**src/rtl/uart_defs.sv**
```systemverilog
// Shared definitions for the UART receive path.
//   - FSM state encodings (3 bits, kept as plain constants so existing
//     tooling that decodes the state debug port keeps working).
//   - Frame constants for 8N1 framing.
package uart_defs;

  localparam logic [2:0] IDLE      = 3'd0;
  localparam logic [2:0] START     = 3'd1;
  localparam logic [2:0] DATA      = 3'd2;
  localparam logic [2:0] STOP      = 3'd3;
  localparam logic [2:0] WAIT_HIGH = 3'd4;

  localparam int         DATA_BITS  = 8;
  localparam logic       STOP_LEVEL = 1'b1;

endpackage

```
**src/rtl/uart_rx_fifo.sv**
```systemverilog
// First-word-fall-through FIFO for received bytes.
// Ports:
//   clk, reset : clock and synchronous active-high reset
//   push, din  : write request and data; a push while full is accepted only
//                when a pop happens in the same cycle
//   pop        : removes the head; ignored while empty
//   dout       : head entry, combinational from storage
//   empty/full : occupancy flags
//   dropped    : one-cycle strobe, a push was refused because the FIFO was full
module uart_rx_fifo #(
  parameter int DEPTH = 4,
  parameter int WIDTH = 8
) (
  input  logic             clk,
  input  logic             reset,
  input  logic             push,
  input  logic             pop,
  input  logic [WIDTH-1:0] din,
  output logic [WIDTH-1:0] dout,
  output logic             empty,
  output logic             full,
  output logic             dropped
);
  import uart_defs::*;

  localparam int AW = $clog2(DEPTH);

  logic [WIDTH-1:0] mem [DEPTH];
  logic [AW-1:0]    wr_ptr;
  logic [AW-1:0]    rd_ptr;
  logic [AW:0]      count;
  logic             pop_ok;
  logic             push_ok;

  assign empty   = (count == '0);
  assign full    = (count == (AW+1)'(DEPTH));
  assign dout    = mem[rd_ptr];

  // A simultaneous pop frees the slot the push needs, so push-when-full only
  // drops the byte when nothing is leaving that cycle.
  assign pop_ok  = pop & ~empty;
  assign push_ok = push & (~full | pop_ok);
  assign dropped = push & full & ~pop_ok;

  always_ff @(posedge clk) begin
    if (reset) begin
      wr_ptr <= '0;
      rd_ptr <= '0;
      count  <= '0;
      for (int i = 0; i < DEPTH; i++) mem[i] <= '0;
    end else begin
      if (push_ok) begin
        mem[wr_ptr] <= din;
        wr_ptr      <= wr_ptr + AW'(1);
      end
      if (pop_ok) rd_ptr <= rd_ptr + AW'(1);
      if (push_ok && !pop_ok)      count <= count + (AW+1)'(1);
      else if (pop_ok && !push_ok) count <= count - (AW+1)'(1);
    end
  end

endmodule

```
**src/rtl/uart_rx_buffered.sv**
```systemverilog
// UART receive front end: 2-flop synchroniser, 8N1 frame decoder with
// mid-bit sampling, FWFT receive FIFO and sticky error flags.
// Ports:
//   clk, reset  : clock and synchronous active-high reset
//   rx          : asynchronous serial input, idles high
//   read_en     : pop request for the FIFO head
//   clear       : clears frame_error and overflow
//   rx_data     : FIFO head, valid while rx_empty is low
//   rx_empty    : FIFO holds no bytes
//   rx_full     : FIFO holds FIFO_DEPTH bytes
//   frame_error : sticky, a stop bit was sampled low
//   overflow    : sticky, a good byte was dropped on a full FIFO
//   fsm_state   : current decoder state (debug)
//
// Read handshake: rx_empty low acts as "valid" for rx_data and read_en acts
// as "ready"; a byte transfers on each rising edge where read_en is high and
// rx_empty is low. read_en while rx_empty is high has no effect.
module uart_rx_buffered #(
  parameter int CLOCK_FREQ = 25000000,
  parameter int BIT_RATE   = 9600,
  parameter int FIFO_DEPTH = 4
) (
  input  logic       clk,
  input  logic       reset,
  input  logic       rx,
  input  logic       read_en,
  input  logic       clear,
  output logic [7:0] rx_data,
  output logic       rx_empty,
  output logic       rx_full,
  output logic       frame_error,
  output logic       overflow,
  output logic [2:0] fsm_state
);
  import uart_defs::*;

  localparam int CLKS_PER_BIT = CLOCK_FREQ / BIT_RATE;
  localparam int HALF_BIT     = CLKS_PER_BIT / 2;
  localparam int CW           = (CLKS_PER_BIT > 1) ? $clog2(CLKS_PER_BIT) : 1;
  localparam logic [CW-1:0] BIT_LAST  = CW'(CLKS_PER_BIT - 1);
  localparam logic [CW-1:0] HALF_LAST = CW'(HALF_BIT - 1);
  localparam logic [2:0]    LAST_IDX  = 3'(DATA_BITS - 1);

  logic          rx_meta;
  logic          rx_s;
  logic [2:0]    state;
  logic [CW-1:0] baud_cnt;
  logic [2:0]    bit_idx;
  logic [7:0]    shift;
  logic          stop_sample;
  logic          push;
  logic          bad_stop;
  logic          dropped;

  // Synchroniser resets to the idle line level so reset never looks like a
  // start bit.
  always_ff @(posedge clk) begin
    if (reset) begin
      rx_meta <= 1'b1;
      rx_s    <= 1'b1;
    end else begin
      rx_meta <= rx;
      rx_s    <= rx_meta;
    end
  end

  assign stop_sample = (state == STOP) && (baud_cnt == BIT_LAST);
  assign push        = stop_sample && (rx_s == STOP_LEVEL);
  assign bad_stop    = stop_sample && (rx_s != STOP_LEVEL);
  assign fsm_state   = state;

  always_ff @(posedge clk) begin
    if (reset) begin
      state    <= IDLE;
      baud_cnt <= '0;
      bit_idx  <= '0;
      shift    <= '0;
    end else begin
      case (state)
        IDLE: begin
          if (!rx_s) begin
            baud_cnt <= '0;
            state    <= START;
          end
        end
        START: begin
          // Half a bit in: the middle of the start bit. A high line here
          // was only a glitch.
          if (baud_cnt == HALF_LAST) begin
            if (!rx_s) begin
              baud_cnt <= '0;
              bit_idx  <= '0;
              state    <= DATA;
            end else begin
              state <= IDLE;
            end
          end else begin
            baud_cnt <= baud_cnt + CW'(1);
          end
        end
        DATA: begin
          if (baud_cnt == BIT_LAST) begin
            baud_cnt       <= '0;
            shift[bit_idx] <= rx_s;
            if (bit_idx == LAST_IDX) state <= STOP;
            else                     bit_idx <= bit_idx + 3'd1;
          end else begin
            baud_cnt <= baud_cnt + CW'(1);
          end
        end
        STOP: begin
          if (baud_cnt == BIT_LAST) begin
            baud_cnt <= '0;
            state    <= (rx_s == STOP_LEVEL) ? IDLE : WAIT_HIGH;
          end else begin
            baud_cnt <= baud_cnt + CW'(1);
          end
        end
        WAIT_HIGH: begin
          // A held-low line (break) must return high before a new frame.
          if (rx_s) state <= IDLE;
        end
        default: state <= IDLE;
      endcase
    end
  end

  // Setting events take priority over clear so no error is ever lost.
  always_ff @(posedge clk) begin
    if (reset) begin
      frame_error <= 1'b0;
      overflow    <= 1'b0;
    end else begin
      if (bad_stop)   frame_error <= 1'b1;
      else if (clear) frame_error <= 1'b0;
      if (dropped)    overflow <= 1'b1;
      else if (clear) overflow <= 1'b0;
    end
  end

  uart_rx_fifo #(
    .DEPTH (FIFO_DEPTH),
    .WIDTH (8)
  ) u_fifo (
    .clk     (clk),
    .reset   (reset),
    .push    (push),
    .pop     (read_en),
    .din     (shift),
    .dout    (rx_data),
    .empty   (rx_empty),
    .full    (rx_full),
    .dropped (dropped)
  );

endmodule

```
**config.mk**
```make
export PLATFORM = sky130hd
export DESIGN_NAME = uart_rx_buffered
export DESIGN_NICKNAME = d
export VERILOG_FILES = /design/src/rtl/uart_defs.sv /design/src/rtl/uart_rx_fifo.sv /design/src/rtl/uart_rx_buffered.sv
export SDC_FILE = /design/constraint.sdc
export NUM_CORES = 1
export LEC_CHECK = 0
export CORE_MARGIN = 2
export CORE_UTILIZATION = 54
export CTS_CLUSTER_DIAMETER = 100
export CTS_CLUSTER_SIZE = 16
export DETAILED_ROUTE_END_ITERATION = 6
export PLACE_DENSITY = 0.85
export SLEW_MARGIN = 20
export SYNTH_ARGS = -nofsm -noshare
export SYNTH_HDL_FRONTEND = slang
export SYNTH_SLANG_ARGS = --single-unit
export TNS_END_PERCENT = 100
```
**constraint.sdc**
```tcl
create_clock -name clk -period 2.5 [get_ports clk]
set_input_delay 0.25 -clock clk [delete_from_list [all_inputs] [get_ports clk]]
set_output_delay 0.25 -clock clk [all_outputs]
set_load 0.01 [all_outputs]
```
== Word level (Yosys, flattened, before mapping) ==
Memories as Yosys holds them, arrays and structs flattened. A register that Yosys moved wholly into a read port is not among the register bits.
Cells that the tools add are included.
Storage, ports and cells
  memories: 1
  bits of input ports: 5
  output and inout bits: 15
  RAM bits: 32
  flip-flop bits (word level): 37
Memories
  u_fifo.mem: words 4, width 8, rd ports 1, clocked after memory_dff 1, wr ports 4, line uart_rx_fifo.sv:28  | logic [WIDTH-1:0] mem [DEPTH];
Operators by class
  multiplexer cells: 36
  add/subtract/negate cells: 6
  reductions and logical operators: 20
  $lt $le $gt $ge: 2
  equal/unequal tests: 16
  bitwise operators: 9
Operators with widths (number)
  two-way mux 3 bit: 13
  two-way mux 12 bit: 3
  case mux 12 bit (3 select lines): 1
  case mux 3 bit (5 select lines): 1
  inequality test 2 bit (second input constant): 7
  adder 12 x 1 -> 12 bit (second input constant): 1
  == test 12 x 11 -> 1 bit (second input constant): 1
  == test 12 bit (second input constant): 1
  two-way mux 1 bit: 10
  == test 3 bit (second input constant): 3
  bitwise mux 8 bit: 1
  two-way mux 2 bit: 4
  two-way mux 8 bit: 1
  nonzero test 2 bit: 4
  OR reduction 8 bit: 1
  adder 3 x 1 -> 3 bit (second input constant): 2
  == test 3 x 2 -> 1 bit (second input constant): 2
  logical AND 1 bit: 6
  logical NOT 3 bit: 2
  case mux 3 bit (2 select lines): 1
  AND reduction 6 bit: 1
  AND reduction 5 bit: 1
  adder 2 x 1 -> 2 bit (second input constant): 2
  AND 1 bit: 4
  12 further kinds: 16

== Depth between registers and ports, before layout ==
  depth in word-level cells: 10
  mapped depth: 11
  depth with buffers taken out: 10

== Hierarchy ==
Synthesis repeated with hierarchy kept, for this count alone.
Second synthesis, totals
  cell total of the unflattened synthesis: 312
  area total of the unflattened synthesis: 3518.4 µm²
By module, submodules not included
  uart_rx_fifo: area an instance 1846.8 µm², cells an instance 126, instances 1, sequential area each 1141.1 µm²
  uart_rx_buffered: area an instance 1671.6 µm², cells an instance 186, instances 1, sequential area each 600.6 µm²

== Worst setup path before layout ==
No wires, ideal clock.
  path type: reg-to-reg
  from: register baud_cnt[0]
  to: register u_fifo.count[2]
  path buffers: 1
  cell stages (with the launch flop): 12
  library setup time: 0.070 ns
  data arrival time: 2.526 ns
  clock period less this slack: 2.597 ns
  path slack: -0.097 ns
  cells stage by stage: dfxtp_1 > ha_1 > and4b_1 > nand3_4 > clkbuf_1 > nor2_1 > ha_1 > inv_1 > fa_1 > xor2_1 > or3_1 > a21oi_1
On the way
  longest elaborated chain between the ends: 7
  elaborated cells on any way between the ends: 9
  those cells by class: 1 x eq/ne; 1 x mux; 1 x bitwise; 6 x reduce/logical
Ends and longest elaborated chain
  from (decl): line uart_rx_buffered.sv:47  | logic [CW-1:0] baud_cnt;
  from (signal assigned): line uart_rx_buffered.sv:98  | baud_cnt <= baud_cnt + CW'(1);
  from (signal assigned): line uart_rx_buffered.sv:108  | baud_cnt <= baud_cnt + CW'(1);
  from (signal assigned): line uart_rx_buffered.sv:116  | baud_cnt <= baud_cnt + CW'(1);
  == test 12 bit *: line uart_rx_buffered.sv:67  | assign stop_sample = (state == STOP) && (baud_cnt == BIT_LAST);
  logical AND 1 bit *: line uart_rx_buffered.sv:67
  logical AND 1 bit *: line uart_rx_buffered.sv:68  | assign push = stop_sample && (rx_s == STOP_LEVEL);
  AND 1 bit *: line uart_rx_fifo.sv:42  | assign push_ok = push & (~full | pop_ok);
  net u_fifo.push_ok: line uart_rx_fifo.sv:33  | logic push_ok;
  logical NOT 1 bit: line uart_rx_fifo.sv:58  | else if (pop_ok && !push_ok) count <= count - (AW+1)'(1);
  logical AND 1 bit: line uart_rx_fifo.sv:58
  nonzero test 2 bit (no line)
  to (signal assigned): line uart_rx_fifo.sv:57  | if (push_ok && !pop_ok) count <= count + (AW+1)'(1);
  to (signal assigned): line uart_rx_fifo.sv:58
  to (decl): line uart_rx_fifo.sv:31  | logic [AW:0] count;
The timed path passes the listed nets; every way through them passes the cells marked *.
A chain may end at the register's enable or synchronous reset.

== Worst setup path in the final report ==
Same ends and word-level chain as after synthesis.

==> impl_metrics.tcl <==
set metrics [dict create \
    wirelength_um 7710 \
    finalCritPeriodShare 0.937 \
    min_path_type "reg -> reg" \
    fmax_ghz 0.427 \
    grt_pass1_vias 2817 \
    diodes 0 \
    crit_path_max_fanout 6 \
    ctsResizeCount 0 \
    setup_violations 0 \
    syn_inst 353 \
    viasPerCell 6.03 \
    yosysWarningCount 0 \
    syn_nets 364 \
    grt_max_degree 20 \
    tightest_slew_ns 0.738 \
    die_area_mm2 0.00734 \
    cp.arrival_ns 2.63 \
    drv_slew 0 \
    vias 2802 \
    synthArstFlopShare 0 \
    synth-compound-area-share 0.0927 \
    hold_buffers 0 \
    place_area_mm2 0.00397 \
    h-tree-depth 3 \
    grt_usage 0.225 \
    skew_ns 0.0115 \
    clk_pin_slew_ns 0.08 \
    syn-mean-instance-area_um2 10.2 \
    clockBufferDepth 2 \
    relSlewSlack 0.508 \
    drtIter0Drc 201 \
    synthMuxAreaShare 0.0750 \
    end_kind "register" \
    clockRootBuffer "clkbuf_8" \
    drv_cap 0 \
    synth_top_area_frac 0.267 \
    synth_edf_count 32 \
    synth_top_area_cell "edfxtp_1" \
    gp_congestion 0.850 \
    ir_drop_uv 545 \
    hold_violations 0 \
    synth_top_flop_cell "dfxtp_1" \
    cts_tree "done" \
    clock_latency_ns 0.36 \
    die_w_um 85.7 \
    synth-xor-area-share 0.0170 \
    dieHeight_um 85.7 \
    synthAdderAreaFrac 0.0229 \
    synth_top_family_by_area "simple AND/OR/NAND/NOR gates" \
    rows 29 \
    outcome "complete, no violations" \
    start_kind "register" \
    ys_seq_area_frac 0.484 \
    clock-sinks 71 \
    crit_required_ns 2.79 \
    drive_gt1_frac 0.162 \
    core-area_mm2 0.00639 \
    final_net_count 394 \
    synthDistinctLibCells 55 \
    fin_crit_ns 2.34 \
    rsz0062_at_grt "no" \
    ys_ff_latch 71 \
    antenna_found_initial 0 \
    area_growth_pct 16.8 \
    route.detailed.drc 0 \
    postCtsSetupBuffers 0 \
    ios 20 \
    numPortBuffers 19 \
    syn_area_mm2 0.00360 \
    critPathKind "reg -> reg" \
    stdcell_area_mm2 0.00421 \
    power_density_mw_per_mm2 720 \
    grt_overflow 0 \
    drtPass1Iterations 4 \
    start_util 0.564 \
    wl_per_cell_um 16.6 \
    synth_simple_gate_area_frac 0.254 \
    grt_pass1_wl_um 13000 \
    power_leakage_nw 1.44 \
    setup-tns-final_ns 0 \
    synth_area_leaders "edfxtp_1 27%, dfxtp_1 22%, mux4_2 5.0%, nor3_1 3.2%, nand3_1 2.8%" \
    cts_buffers 9 \
    drtAntennaViolNets 0 \
    dp_hpwl_um 5550 \
]
[final timing paths]
path / depth (start not counted) / start / endpoint / slack, ns
max reg2reg: 10 / baud_cnt[0] / u_fifo.count[2] / 0.16
min: 1 / rx_meta / rx_s / 0.41
max: 10 / baud_cnt[0] / u_fifo.count[2] / 0.16
min reg2reg: 1 / rx_meta / rx_s / 0.41
[kinds of logic after synthesis]
| family | after synthesis |
|---|---|
| DFF | 71 |
| buffers and inverters | 48 |
| and+or+nand+nor | 153 |
| xor gates and xnor gates | 7 |
| adders and majority gates | 6 |
| AOI/OAI and AO/OA | 51 |
| muxes | 17 |
[flip-flops by register name, indices dropped and copies added, names as in the netlist, named ones only]
signal / flops
baud_cnt: 12
bit_idx: 3
frame_error: 1
fsm_state: 3
overflow: 1
rx_meta: 1
rx_s: 1
shift: 8
u_fifo.count: 3
u_fifo.mem: 32
u_fifo.rd_ptr: 2
u_fifo.wr_ptr: 2
[cells in the mapped netlist, types with 5 or more instances]
cell	n
dfxtp_1	39
edfxtp_1	32
inv_1	23
nor3_1	23
nand2_1	20
nand3_1	20
nor2_1	18
clkbuf_1	16
nand4_1	13
a21oi_1	11
nor4_1	11
o21ai_0	11
and2_1	9
mux2i_1	9
mux4_2	8
buf_2	6
xor2_1	6
ha_1	5
nand2b_1	5
nor2b_1	5
o22ai_1	5
[final cells by class]
cell class	instances	area, um2
Clock buffer	11	163
Clock inverter	5	62.6
Fill cell	494	2180
Inverter	23	86.3
Multi-Input combinational cell	234	1680
Sequential cell	71	1740
Tap cell	77	96.3
Timing Repair Buffer	44	378
[power by group]
| part | switching, W | internal, W |
|---|---|---|
| Clock | 0.000446 | 0.000554 |
| Combinational | 0.000338 | 0.000316 |
| Sequential | 0.0000829 | 0.00129 |
| Total | 0.000866 | 0.00216 |
[worst max-delay path, stage by stage, from the launching register on]
cell and delay [ns]:
dfxtp_2 0.39, ha_4 0.16, and4b_2 0.29, nand3_4 0.08, nor2_1 0.13, ha_1 0.19
inv_1 0.06, fa_1 0.37, xor2_1 0.16, or3_1 0.30, a21oi_1 0.14
[per-stage QoR]
stage,util,hold WS [ns],total power [W],worst slack (ns),instances
2_1_floorplan,-,0.354,0.00179,0.0226,353
3_3_place_gp,0.622,0.394,0.00201,0.120,449
3_5_place_dp,0.622,0.397,0.00204,0.0326,449
4_1_cts,0.657,0.415,0.00303,0.0883,465
5_1_grt,0.659,0.425,0.00316,0.0267,465
6_report,0.659,0.414,0.00303,0.158,465
[routing by layer]
layer,vias to the layer above,track usage,wire length (um)
li1,1383,-,-
met1,1338,0.262,3190
met2,73,0.405,4100
met3,8,0.0414,341
met4,0,0.0967,77
met5,-,0,0
[layout by cell type (no fill, tap or decap), types with 2 or more instances in the layout]
master / synthesis / routed
and4b_1: 3 / 2
nand2_1: 20 / 20
mux2i_1: 9 / 9
mux4_2: 8 / 8
nand3_1: 20 / 20
dfxtp_2: 0 / 2
nand2b_1: 5 / 5
dfxtp_1: 39 / 37
nor3_1: 23 / 23
or3_1: 2 / 2
o2111ai_1: 4 / 4
clkdlybuf4s50_1: 0 / 19
clkinv_4: 0 / 3
nor2_1: 18 / 18
o211ai_1: 4 / 4
or2_2: 3 / 3
a311oi_1: 2 / 2
edfxtp_1: 32 / 32
a31oi_1: 4 / 4
ha_1: 5 / 4
and2_1: 9 / 9
a221oi_1: 2 / 2
clkbuf_8: 0 / 10
xor2_1: 6 / 6
a21oi_1: 11 / 11
o31ai_1: 2 / 2
nor4b_1: 3 / 3
o21ai_0: 11 / 11
nor4_1: 11 / 11
buf_4: 1 / 25
o22ai_1: 5 / 5
inv_1: 23 / 23
and3_1: 4 / 4
or4_1: 3 / 3
nand4_1: 13 / 13
nor2b_1: 5 / 4
(Power assumes the default switching activity.)
